File: src/rtl/tod_pkg.sv
// tod_pkg: field limits, cursor codes and wrap helpers shared by the time-of-day counter
package tod_pkg;
  localparam logic [5:0] SEC_MAX = 6'd59;
  localparam logic [5:0] MIN_MAX = 6'd59;
  localparam logic [5:0] HOUR_MAX = 6'd23;
  localparam logic [2:0] CUR_SEC = 3'b001;
  localparam logic [2:0] CUR_MIN = 3'b010;
  localparam logic [2:0] CUR_HOUR = 3'b100;
  typedef struct packed {
    logic [5:0] h;
    logic [5:0] m;
    logic [5:0] s;
  } todTime;
  // compare-before-step keeps every field inside 6 bits
  function automatic logic [5:0] incWrap(input logic [5:0] v, input logic [5:0] top);
    return v == top ? 6'd0 : v + 6'd1;
  endfunction
  function automatic logic [5:0] decWrap(input logic [5:0] v, input logic [5:0] top);
    return v == 6'd0 ? top : v - 6'd1;
  endfunction
  function automatic logic [5:0] stepField(input logic [5:0] v, input logic [5:0] top,
                                           input logic en, input logic isUp);
    return !en ? v : isUp ? incWrap(v, top) : decWrap(v, top);
  endfunction
  function automatic logic [5:0] to_12h(input logic [5:0] h);
    return h == 6'd0 ? 6'd12 : h > 6'd12 ? h - 6'd12 : h;
  endfunction
endpackage

File: src/rtl/tod_prescaler.sv
// tod_prescaler: divides clk down to a one-cycle tick every CLK_HZ cycles while running
module tod_prescaler #(
  parameter int CLK_HZ = 100000000
) (
  input  logic clk,
  input  logic reset,
  input  logic run,
  input  logic clear,
  output logic tick
);
  localparam int W = CLK_HZ > 1 ? $clog2(CLK_HZ) : 1;
  localparam logic [W-1:0] TERM = W'(CLK_HZ - 1);
  logic [W-1:0] count;
  assign tick = run && count == TERM;
  always_ff @(posedge clk) begin
    if (reset || clear) count <= '0;
    else if (run) count <= tick ? '0 : count + 1'b1;
  end
endmodule

File: src/rtl/time_of_day_counter.sv
// time_of_day_counter: h/m/s keeper with field adjust, validated load, deferred ticks,
// alarm match and 12/24-hour display formatting
module time_of_day_counter #(
  parameter int CLK_HZ = 100000000,
  parameter bit ADJ_CARRY = 1'b0,
  parameter bit ALARM_EN = 1'b1
) (
  input  logic       clk,
  input  logic       reset,
  input  logic       run,
  input  logic       mode24,
  input  logic [2:0] cursor,
  input  logic       up,
  input  logic       down,
  input  logic       load,
  input  logic [5:0] load_h,
  input  logic [5:0] load_m,
  input  logic [5:0] load_s,
  input  logic       alarm_set,
  input  logic       alarm_arm,
  output logic [5:0] hour,
  output logic [5:0] minute,
  output logic [5:0] second,
  output logic       pm,
  output logic       sec_pulse,
  output logic       load_err,
  output logic       alarm_hit
);
  import tod_pkg::*;
  todTime cur, tickT, adjT;
  logic tick, tickPending, loadOk, adjValid, busy, discard, applyTick;
  logic minStep, hourStep, secPulse, loadErr;
  tod_prescaler #(.CLK_HZ(CLK_HZ)) prescaler (
    .clk(clk),
    .reset(reset),
    .run(run),
    .clear(discard),
    .tick(tick)
  );
  assign loadOk = load_h <= HOUR_MAX && load_m <= MIN_MAX && load_s <= SEC_MAX;
  assign adjValid = (up ^ down) && $onehot(cursor);
  assign busy = load || adjValid;
  // restarting the prescaler makes any owed tick stale
  assign discard = load ? loadOk : adjValid && cursor == CUR_SEC;
  assign applyTick = !busy && (tick || tickPending);
  always_comb begin
    tickT.s = incWrap(cur.s, SEC_MAX);
    tickT.m = cur.s == SEC_MAX ? incWrap(cur.m, MIN_MAX) : cur.m;
    tickT.h = cur.s == SEC_MAX && cur.m == MIN_MAX ? incWrap(cur.h, HOUR_MAX) : cur.h;
  end
  always_comb begin
    minStep = cursor == CUR_MIN || (ADJ_CARRY && cursor == CUR_SEC && cur.s == (up ? SEC_MAX : 6'd0));
    hourStep = cursor == CUR_HOUR || (ADJ_CARRY && minStep && cur.m == (up ? MIN_MAX : 6'd0));
    adjT.s = stepField(cur.s, SEC_MAX, cursor == CUR_SEC, up);
    adjT.m = stepField(cur.m, MIN_MAX, minStep, up);
    adjT.h = stepField(cur.h, HOUR_MAX, hourStep, up);
  end
  always_ff @(posedge clk) begin
    if (reset) begin
      cur <= '0;
      tickPending <= 1'b0;
      secPulse <= 1'b0;
      loadErr <= 1'b0;
    end else begin
      secPulse <= applyTick;
      loadErr <= load && !loadOk;
      tickPending <= busy ? !discard && (tick || tickPending) : tick && tickPending;
      if (load) begin
        if (loadOk) cur <= {load_h, load_m, load_s};
      end else if (adjValid) cur <= adjT;
      else if (applyTick) cur <= tickT;
    end
  end
  generate
    if (ALARM_EN) begin : g_alarm
      logic [5:0] alarmH, alarmM;
      logic hit;
      always_ff @(posedge clk) begin
        if (reset) begin
          alarmH <= '0;
          alarmM <= '0;
          hit <= 1'b0;
        end else begin
          if (alarm_set) begin
            alarmH <= load_h;
            alarmM <= load_m;
          end
          hit <= applyTick && alarm_arm && tickT == {alarmH, alarmM, 6'd0};
        end
      end
      assign alarm_hit = hit;
    end else begin : g_noAlarm
      assign alarm_hit = 1'b0;
    end
  endgenerate
  assign hour = mode24 ? cur.h : to_12h(cur.h);
  assign minute = cur.m;
  assign second = cur.s;
  assign pm = cur.h >= 6'd12;
  assign sec_pulse = secPulse;
  assign load_err = loadErr;
endmodule

File: config.mk
export PLATFORM = sky130hd
export DESIGN_NAME = time_of_day_counter
export DESIGN_NICKNAME = d
export VERILOG_FILES = /design/src/rtl/tod_pkg.sv /design/src/rtl/tod_prescaler.sv /design/src/rtl/time_of_day_counter.sv
export SDC_FILE = /design/constraint.sdc
export NUM_CORES = 1
export LEC_CHECK = 0
export CAP_MARGIN = 0
export CORE_MARGIN = 2
export CORE_UTILIZATION = 32
export CTS_BUF_LIST = sky130_fd_sc_hd__clkbuf_4 sky130_fd_sc_hd__clkbuf_8 sky130_fd_sc_hd__clkbuf_16
export DETAILED_ROUTE_END_ITERATION = 8
export PLACE_DENSITY = 0.52
export SLEW_MARGIN = 15
export SYNTH_ARGS = -nofsm -noshare
export SYNTH_HDL_FRONTEND = slang
export SYNTH_HIERARCHICAL = 1
export SYNTH_SLANG_ARGS = --single-unit
File: constraint.sdc
create_clock -name clk -period 3.4 [get_ports clk]
set_clock_uncertainty 0.05 [all_clocks]
set_input_delay 0.51 -clock clk [delete_from_list [all_inputs] [get_ports clk]]
set_output_delay 0.51 -clock clk [all_outputs]
set_load 0.005 [all_outputs]
==> reports/qor.csv <==
stage,metric,value,unit
run_status,run status,finished clean,
logic_synthesis,synthesized cell area,4629,µm²
detailed_routing,number of violations reported at the end of detailed-routing iteration 0,346,
detailed_routing,remaining antenna violation count after routing,0,
global_route,total global routing overflow,0,
clock_tree,Clock transition at path regs,60,ps
placed_design,Final GP Congestion,0.8928,
global_route,first-pass GRT wire length,23.97,mm
clock_tree,post-cts gate resize count,0,
clock_tree,clock tree from TritonCTS,built,
sta,top achievable clock speed,314.7,MHz
clock_tree,clock sink total,61,
die,Die Width,124.3,µm
global_route,largest net degree at the start of global routing,31,
final_layout,"commonest cells after routing, fill and taps aside","sky130_fd_sc_hd__dfxtp_1 (61), sky130_fd_sc_hd__nor2_1 (52), sky130_fd_sc_hd__clkdlybuf4s50_1 (51), sky130_fd_sc_hd__a21oi_1 (42), sky130_fd_sc_hd__nand2_1 (39)",
pwr,internal power,1.580,mW
final_layout,proportion of layout cells with a drive suffix above 1,8.847,%
logic_synthesis,number of enable flip-flop cells after synthesis,0,
detailed_routing,iteration count of the initial detailed-routing pass,5,
sta,Hold Fails Final Rpt,0,
setup_path,worst endpoint data arrival time,2620,ps
clock_tree,Inserted Clock Buffers,9,
die,initial core utilization,33.09,%
pwr,static leakage,1.986,nW
die,overall die area,15450,µm²
pwr,sequential cell fraction of total power,34.8,%
sta,final setup violation count,0,
sta,max-slew violations,0,
sta,Max transition margin,40.62,%
final_layout,synth-to-layout area growth,20.70,%
setup_path,CP max FO,13,
setup_path,startpoint type of the worst setup path,flop,
sta,RSZ-0062 raised after global routing,false,
placed_design,placement-stage worst setup slack,64.01,ps
pwr,worst voltage drop across the vdd grid,0.2207,mV
final_layout,count of inserted antenna diode cells,0,
die,Die Ht,124.3,µm
final_layout,"most common cell after layout, fill and taps aside",sky130_fd_sc_hd__dfxtp_1,
sta,post-layout minimum cycle time,3178,ps
setup_path,data required time of the critical path,2840,ps
logic_synthesis,number of flip-flops and latches in the synthesized netlist,61,
clock_tree,CTS HTree Levels,3,
logic_synthesis,share of the yosys chip area belonging to registers,26.38,%
sta,transition time at the pin with the least slew margin,888.0,ps
detailed_routing,drt wl/cell,18.21,µm
placed_design,number of buffer cells added on primary ports,51,
detailed_routing,vias per inst,5.770,
clock_tree,clock insertion delay at the later pin of the skew report,330,ps
pwr,part of the total power dissipated in combinational logic,24.7,%
global_route,number of global-route vias before repair,4376,
detailed_routing,number of vias after detailed routing,4691,
die,boundary pin count,52,
logic_synthesis,mean cell area of the mapped netlist,7.807,µm²
placed_design,HPWL after DPL,10.82,mm
die,area of the placeable core,13990,µm²
logic_synthesis,top flip-flop cell by instance count after synthesis,sky130_fd_sc_hd__dfxtp_1,
pwr,net switching power figure,0.7060,mW
logic_synthesis,net count after synthesis,636,
sta,part of the cycle the worst path needs,93.46,%
die,number of rows in the core area,43,
clock_tree,buffer levels on the longest clock path,2,
pwr,Clk pwr share,40.5,%
pwr,switching part of the total power,30.88,%
logic_synthesis,count of unique library cells instantiated by Yosys,71,
sta,worst-case setup margin in the final layout,222.4,ps
logic_synthesis,number of instances in the synthesized netlist,593,
setup_path,kind of critical path,flop to primary output,
sta,Setup TNS Final,0,ps
global_route,initial antenna violation count,0,
logic_synthesis,async set-or-reset flop fraction in the synthesized netlist,0,%
clock_tree,setup bufs post-CTS,0,
detailed_routing,Total Routed Length,14.80,mm
final_layout,NumNets Final,671,
pwr,power density over the cells,409.2,nW/µm²
worst_hold_path,hold crit path type,flop to flop,
global_route,overall track demand over capacity in global routing,19.17,%
clock_tree,clock root buffer master,sky130_fd_sc_hd__clkbuf_16,
setup_path,element type at the critical path end,primary output,
detailed_routing,DRC violations left,0,
clock_tree,number of hold-repair buffers added at the cts stage,0,
flow_run,max-cap violations,0,
logic_synthesis,Yosys warnings,6,
[logic make-up after synthesis]
| kind of cell | after synthesis | share of synthesized area [%] |
|---|---|---|
| and+or+nand+nor | 222 | 26.54 |
| AOI/OAI and AO/OA | 168 | 24.95 |
| buffers and inverters | 76 | 7.892 |
| DFF | 61 | 26.38 |
| xor gates and xnor gates | 34 | 6.433 |
| muxes | 19 | 4.135 |
| adders and majority gates | 13 | 3.676 |
[critical path, cell delays in order, from the launching register on]
cell and delay [ps]:
sky130_fd_sc_hd__dfxtp_1 590, sky130_fd_sc_hd__inv_1 150, sky130_fd_sc_hd__ha_1 280, sky130_fd_sc_hd__nand2b_1 160, sky130_fd_sc_hd__a21oi_1 310, sky130_fd_sc_hd__nand3b_1 140, sky130_fd_sc_hd__xnor2_1 150, sky130_fd_sc_hd__clkdlybuf4s50_1 510
[per-layer routing]
metal / global-route usage [%] / share of wire, %
met4: 6.609 / 2.7
met1: 26.49 / 47
met5: 0 / 0
met2: 28.93 / 45
met3: 4.897 / 6.0
[final timing paths]
path / start / endpoint / slack, ps / depth (start not counted)
max: cur[12]$_SDFFE_PP0P_ / hour[5] / 220 / 7
min: tickPending$_SDFF_PP0_ / tickPending$_SDFF_PP0_ / 440 / 2
max reg2reg: minute[1]$_SDFFE_PP0P_ / cur[15]$_SDFFE_PP0P_ / 520 / 6
min reg2reg: tickPending$_SDFF_PP0_ / tickPending$_SDFF_PP0_ / 440 / 2
[synthesized netlist by cell type, drive strengths merged, types with 18 or more instances]
| master | count | area (µm²) |
|---|---|---|
| nor2 | 52 | 195.2 |
| clkbuf | 24 | 91.33 |
| a21oi | 42 | 210.2 |
| buf | 29 | 187.7 |
| inv | 23 | 86.33 |
| dfxtp | 61 | 1221 |
| o21ai | 30 | 161.4 |
| nand2 | 39 | 146.4 |
| mux2i | 18 | 180.2 |
| nand4 | 18 | 133.9 |
| xor2 | 21 | 183.9 |
[through the flow]
step	cell area, µm²	hold WS (ps)	power [mW]	util, %	cells
finish	5588	435.1	2.286	39.95	813
global route	5588	457.9	2.415	39.95	813
CTS	5588	436.4	2.311	39.95	813
detailed placement	5288	428.7	1.369	37.80	797
global placement	5288	414.0	1.365	37.80	797
floorplan	4629	400.0	1.160	-	593
[flip-flops by register name, indices dropped and copies added, names as in the netlist]
signal,cells
prescaler/count,27
cur,6
g_alarm.alarmH,6
g_alarm.alarmM,6
minute,6
second,6
alarm_hit,1
load_err,1
sec_pulse,1
tickPending,1
[final cells by class]
type,instances,area [µm²]
fill,1475,8401
multi-input combinational,456,3049
sequential,61,1221
timing repair buffer,77,705.7
clock buffer,9,225.2
tap,180,225.2
inverter,23,86.33
clock inverter,7,75.07
[power by group through the flow]
stage | Combinational, mW | Clock [mW] | Sequential, mW
after floorplan | 0.372 | 0 | 0.788
after global placement | 0.554 | 0 | 0.811
after detailed placement | 0.558 | 0 | 0.812
after CTS | 0.562 | 0.953 | 0.796
after global routing | 0.620 | 0.991 | 0.804
final | 0.565 | 0.925 | 0.797
(Power assumes the default switching activity.)
